File: config.mk
export PLATFORM = sky130hd
export DESIGN_NAME = reg_dump_streamer
export DESIGN_NICKNAME = d
export VERILOG_FILES = /design/src/rtl/regfile_pkg.sv /design/src/rtl/reg_dump_streamer_byte_serializer.sv /design/src/rtl/reg_dump_streamer.sv
export SDC_FILE = /design/constraint.sdc
export NUM_CORES = 1
export LEC_CHECK = 0
export CELL_PAD_IN_SITES_DETAIL_PLACEMENT = 1
export CELL_PAD_IN_SITES_GLOBAL_PLACEMENT = 2
export CORE_ASPECT_RATIO = 0.7
export CORE_MARGIN = 4
export CORE_UTILIZATION = 31
export DETAILED_ROUTE_END_ITERATION = 16
export PLACE_DENSITY_LB_ADDON = 0.1
export SETUP_SLACK_MARGIN = 0.02
export SLEW_MARGIN = 25
export SYNTH_ARGS = -nofsm -noshare
export SYNTH_HDL_FRONTEND = slang
export SYNTH_SLANG_ARGS = --single-unit
export TNS_END_PERCENT = 1
File: constraint.sdc
create_clock -name clk -period 2.4 [get_ports clk]
set_clock_uncertainty 0.2 [all_clocks]
set_input_delay 0.24 -clock clk [delete_from_list [all_inputs] [get_ports clk]]
set_output_delay 0.24 -clock clk [all_outputs]
set_load 0.1 [all_outputs]
File: src/rtl/regfile_pkg.sv
// Shared constants and FSM state encoding for the register-file dump path.
package regfile_pkg;

  localparam int unsigned NUM_REGS      = 8;
  localparam int unsigned ADDR_W        = 3;
  localparam int unsigned DATA_W        = 32;
  localparam int unsigned BYTES_PER_REG = DATA_W / 8;

  typedef enum logic [2:0] {
    IDLE  = 3'd0,
    FETCH = 3'd1,
    SEND  = 3'd2,
    CHK   = 3'd3,
    DONE  = 3'd4
  } state_e;

endpackage

File: src/rtl/reg_dump_streamer_byte_serializer.sv
// Loads a word (or a single byte) and offers it LSB-first over valid/ready,
// holding data and valid steady while the sink stalls.
module reg_dump_streamer_byte_serializer #(
  parameter int unsigned DATA_W = regfile_pkg::DATA_W
) (
  input  logic              clk,
  input  logic              rst_n,
  input  logic              load_i,
  input  logic              load_byte_i,
  input  logic [DATA_W-1:0] load_data_i,
  input  logic              tx_ready_i,
  output logic [7:0]        tx_data_o,
  output logic              tx_valid_o,
  output logic              drained_c_o
);

  localparam int unsigned BYTES = DATA_W / 8;
  localparam int unsigned CNT_W = (BYTES > 1) ? $clog2(BYTES) : 1;

  logic [DATA_W-1:0] shift_q, shift_d;
  logic [CNT_W-1:0]  cnt_q, cnt_d;
  logic              valid_q, valid_d;
  logic              last_c, fire_c;

  assign last_c      = (cnt_q == CNT_W'(BYTES - 1));
  assign fire_c      = valid_q & tx_ready_i;
  assign drained_c_o = fire_c & last_c;
  assign tx_data_o   = shift_q[7:0];
  assign tx_valid_o  = valid_q;

  // A single-byte load starts at the last count so it drains after one beat.
  always_comb begin
    shift_d = shift_q;
    cnt_d   = cnt_q;
    valid_d = valid_q;
    if (load_i) begin
      shift_d = load_byte_i ? DATA_W'(load_data_i[7:0]) : load_data_i;
      cnt_d   = load_byte_i ? CNT_W'(BYTES - 1) : '0;
      valid_d = 1'b1;
    end else if (fire_c) begin
      if (last_c) begin
        valid_d = 1'b0;
      end else begin
        shift_d = shift_q >> 8;
        cnt_d   = cnt_q + CNT_W'(1);
      end
    end
  end

  always_ff @(posedge clk or negedge rst_n) begin
    if (!rst_n) begin
      shift_q <= '0;
      cnt_q   <= '0;
      valid_q <= 1'b0;
    end else begin
      shift_q <= shift_d;
      cnt_q   <= cnt_d;
      valid_q <= valid_d;
    end
  end

endmodule

File: src/rtl/reg_dump_streamer.sv
// Walks the register file read port and streams each register as bytes.
// Optional trailing XOR checksum byte when REG_DUMP_CHKSUM_EN is defined.
module reg_dump_streamer #(
  parameter int unsigned NUM_REGS = regfile_pkg::NUM_REGS,
  parameter int unsigned ADDR_W   = regfile_pkg::ADDR_W,
  parameter int unsigned DATA_W   = regfile_pkg::DATA_W
) (
  input  logic              clk,
  input  logic              rst_n,
  input  logic              dump_req,
  output logic [ADDR_W-1:0] read_reg,
  input  logic [DATA_W-1:0] read_data,
  output logic [7:0]        tx_data,
  output logic              tx_valid,
  input  logic              tx_ready,
  output logic              busy,
  output logic              done
);

  import regfile_pkg::*;

  state_e            state_q, state_d;
  logic [ADDR_W-1:0] reg_idx_q, reg_idx_d;
  logic              busy_q, done_q;
  logic              load_c, load_byte_c, drained_c;
  logic [DATA_W-1:0] load_data_c;
`ifdef REG_DUMP_CHKSUM_EN
  logic [7:0]        chk_q, chk_d;
`endif

  reg_dump_streamer_byte_serializer #(
    .DATA_W(DATA_W)
  ) u_ser (
    .clk        (clk),
    .rst_n      (rst_n),
    .load_i     (load_c),
    .load_byte_i(load_byte_c),
    .load_data_i(load_data_c),
    .tx_ready_i (tx_ready),
    .tx_data_o  (tx_data),
    .tx_valid_o (tx_valid),
    .drained_c_o(drained_c)
  );

  // Next-state and serializer control; read_reg returns to 0 once back in IDLE.
  always_comb begin
    state_d     = state_q;
    reg_idx_d   = reg_idx_q;
    load_c      = 1'b0;
    load_byte_c = 1'b0;
    load_data_c = read_data;
`ifdef REG_DUMP_CHKSUM_EN
    chk_d = chk_q;
    if (state_q == SEND && tx_valid && tx_ready) chk_d = chk_q ^ tx_data;
`endif
    case (state_q)
      IDLE: begin
        reg_idx_d = '0;
        if (dump_req) begin
          state_d = FETCH;
`ifdef REG_DUMP_CHKSUM_EN
          chk_d = '0;
`endif
        end
      end
      FETCH: begin
        load_c  = 1'b1;
        state_d = SEND;
      end
      SEND: begin
        if (drained_c) begin
          if (reg_idx_q != ADDR_W'(NUM_REGS - 1)) begin
            reg_idx_d = reg_idx_q + ADDR_W'(1);
            state_d   = FETCH;
          end else begin
`ifdef REG_DUMP_CHKSUM_EN
            state_d     = CHK;
            load_c      = 1'b1;
            load_byte_c = 1'b1;
            load_data_c = DATA_W'(chk_d);
`else
            state_d = DONE;
`endif
          end
        end
      end
      CHK: begin
        if (drained_c) state_d = DONE;
      end
      DONE: begin
        reg_idx_d = '0;
        state_d   = IDLE;
      end
      default: state_d = IDLE;
    endcase
  end

  always_ff @(posedge clk or negedge rst_n) begin
    if (!rst_n) begin
      state_q   <= IDLE;
      reg_idx_q <= '0;
      busy_q    <= 1'b0;
      done_q    <= 1'b0;
`ifdef REG_DUMP_CHKSUM_EN
      chk_q     <= '0;
`endif
    end else begin
      state_q   <= state_d;
      reg_idx_q <= reg_idx_d;
      busy_q    <= (state_d != IDLE);
      done_q    <= (state_d == DONE);
`ifdef REG_DUMP_CHKSUM_EN
      chk_q     <= chk_d;
`endif
    end
  end

  assign read_reg = reg_idx_q;
  assign busy     = busy_q;
  assign done     = done_q;

endmodule

==> qor.txt <==
Status - finished, final reports clean
CTS tree - yes
# port buffers - 49
RSZ-0062 raised after global routing - false
Num CTS Buffers - 5
Top Ports - 50
Least-Margin Pin Slew - 0.587 ns
Sw frac - 21.2%
Pin count of the biggest net entering global routing - 41
Grt met3 use - 3.22%
Hold Worst Slack - 0.169 ns
Final estimated routing congestion in global placement - 0.737
Reg power frac - 52.5%
Die Y - 75.3 um
Final period util - 78.2%
Slowest stage delay, CP - 0.43 ns
Post-Route Setup TNS - 0 ns
Critical-path top delay cell - dfrtp_1
Final #Nets - 265
Hold Path Class - input port to async pin
PD cells - 535 nW/um^2
Critical Path Source Type - register
Total wire length - 4770 um
Die X-Extent - 104 um
Max VDD drop - 0.206 mV
Setup CP Type - register to register
Met2 usage - 22.1%
Psw - 292 uW
Detail Placement HPWL - 3520 um
Filler cells - 699
Layout area overhead - 28.2%
Fmax - 533 MHz
Mapped cell area - 2010 sq um
Largest register FFs - 32
1st-iter DRT viols - 45
Clk network pwr share - 41.9%
Ys async rst share - 100%
H-tree depth - 2
Clk Latency, worst-skew pair - 0.30 ns
Fin. Hold Viols - 0
Total grt overflow - 0
Worst Path Max Fanout - 5
Most frequent cells in the layout - dfrtp_1 (43), clkdlybuf4s50_1 (34), nand2_1 (30), mux2i_1 (25), o21ai_0 (24)
Final ANT Viol Nets - 0
DR vias - 1443
Share of layout cells above drive strength 1 - 13.2%
Grt peak-use layer - met2
Number of global-route vias before repair - 1629
Final Max Tran Viols - 0
Combinational share of power - 5.6%
Sink Count - 43
Number of diodes - 0
Drt drc - 0
Minimum clock period - 1.88 ns
Int Power - 1090 uW
Final Util - 41.2%
Distinct cells, synth - 24
Synth Warn # - 0
Synth Register Bits - 43
Crit. End Element - register
Seq/Total Area, Yosys - 53.6%
Final setup fails - 0
Max Root-Sink Buffers - 2
Wire length of the first global-routing pass - 8110 um
Global Route Usage Sum - 13.0%
Static leakage - 0.00129 uW
Syn nets - 223
Die ar. - 7850 sq um
Vias/cell - 4.73
Root buf cell - clkbuf_8
Post-synth EDFFs - 0
Commonest non-fill, non-tap cell in the layout - dfrtp_1
Clk slew on worst S/H paths - 0.09 ns
MaxCap Viol Count - 0
Initial antenna violation count - 0
Synth Area per Inst - 10.9 sq um
CP arrival - 1.81 ns
WL/cell - 15.6 um
Syn Inst Count - 184
Crit-path cells - ha_1, ha_1, o311ai_0, o311ai_0
Critical Path RT - 2.34 ns
Initial Utilization - 32.2%
Std cell rows - 24
Met1 GRT Util - 16.8%
Core area - 6250 sq um
Slew headroom - 60.8%
Pre-antenna DRT Iters - 4
Post-synth top flop - dfrtp_1
-- power groups by stage --
stage	registers, uW	logic (uW)	clock network (uW)
floorplan	738	0.702	0
global placement	738	76.5	0
detailed placement	738	77.8	0
CTS	724	79.5	597
global route	724	84.2	627
finish	724	77.3	578
-- area by class of cell --
type	instances	area [sq um]	area share, %
clock buffers	5	68.8	2.67
well taps	78	97.6	3.79
flip-flops and latches	43	1080	41.8
inverters	2	7.51	0.292
clock inverters	3	43.8	1.70
multi-input cells	118	776	30.1
repair buffers	56	505	19.6
-- repair_timing --
item,in CTS,in global routing
buffers inserted,0,0
hold endpoints to repair,24,0
endpoints found under the setup margin,0,0
resized for setup,0,0
hold buffers,1,0
-- metal layers --
metal / up-vias / part of all wire (%)
met2: 27 / 47
met3: 5 / 3.7
li1: 718 / -
met1: 693 / 48
met5: - / 0
met4: 0 / 1.0
-- synth_stat cells (2+ instances only) --
master	number	area share [%]
mux2i_1	25	12
nor3_1	3	0.75
buf_6	3	1.7
nand3_1	4	1.0
buf_4	11	4.1
inv_1	2	0.37
buf_2	5	1.2
o21ai_0	24	6.0
ha_1	3	1.9
nand2_1	30	5.6
o311ai_0	6	2.6
a22o_1	8	3.5
nor2_1	6	1.1
clkbuf_1	2	0.37
dfrtp_1	43	54
-- logic make-up after synthesis --
| group | share of synthesized area, % |
|---|---|
| XOR/XNOR | 0.436 |
| AND/OR/NAND/NOR | 10.7 |
| adder cells (fa/ha/maj) | 1.87 |
| AO/OA/AOI/OAI | 13.1 |
| flip-flops | 53.6 |
| multiplexers | 12.5 |
| buffers and inverters | 7.79 |
-- stage by stage --
stage / setup slack [ns] / power [uW] / instances / instance area [sq um]
2_1_floorplan: 0.243 / 739 / 184 / 2010
6_report: 0.524 / 1380 / 305 / 2570
5_1_grt: 0.393 / 1440 / 305 / 2570
4_1_cts: 0.509 / 1400 / 305 / 2570
3_5_place_dp: 0.498 / 816 / 296 / 2450
3_3_place_gp: 0.603 / 815 / 296 / 2450
-- critical path, delay by kind of cell (launching register included) --
kind,cells,cell delay (ns)
fa+ha+maj,2,0.46
compound gates,2,0.63
flops,1,0.43
-- path summary, 6_finish.rpt --
path	startpoint	end	slack [ns]	depth (start not counted)
worst max register to register	read_reg[0]$_DFFE_PN0P_	read_reg[2]$_DFFE_PN0P_	0.52	4
min in group clk	read_data[0]	u_ser.shift_q[0]$_DFFE_PN0P_	0.29	3
worst min-delay path	rst_n	busy$_DFF_PN0_	0.17	2
worst min register to register	u_ser.shift_q[30]$_DFFE_PN0P_	u_ser.shift_q[30]$_DFFE_PN0P_	0.31	1
max in group asynchronous	rst_n	u_ser.shift_q[21]$_DFFE_PN0P_	1.26	3
worst max-delay path	read_reg[0]$_DFFE_PN0P_	read_reg[2]$_DFFE_PN0P_	0.52	4
Power figures use the tool's default switching activity.
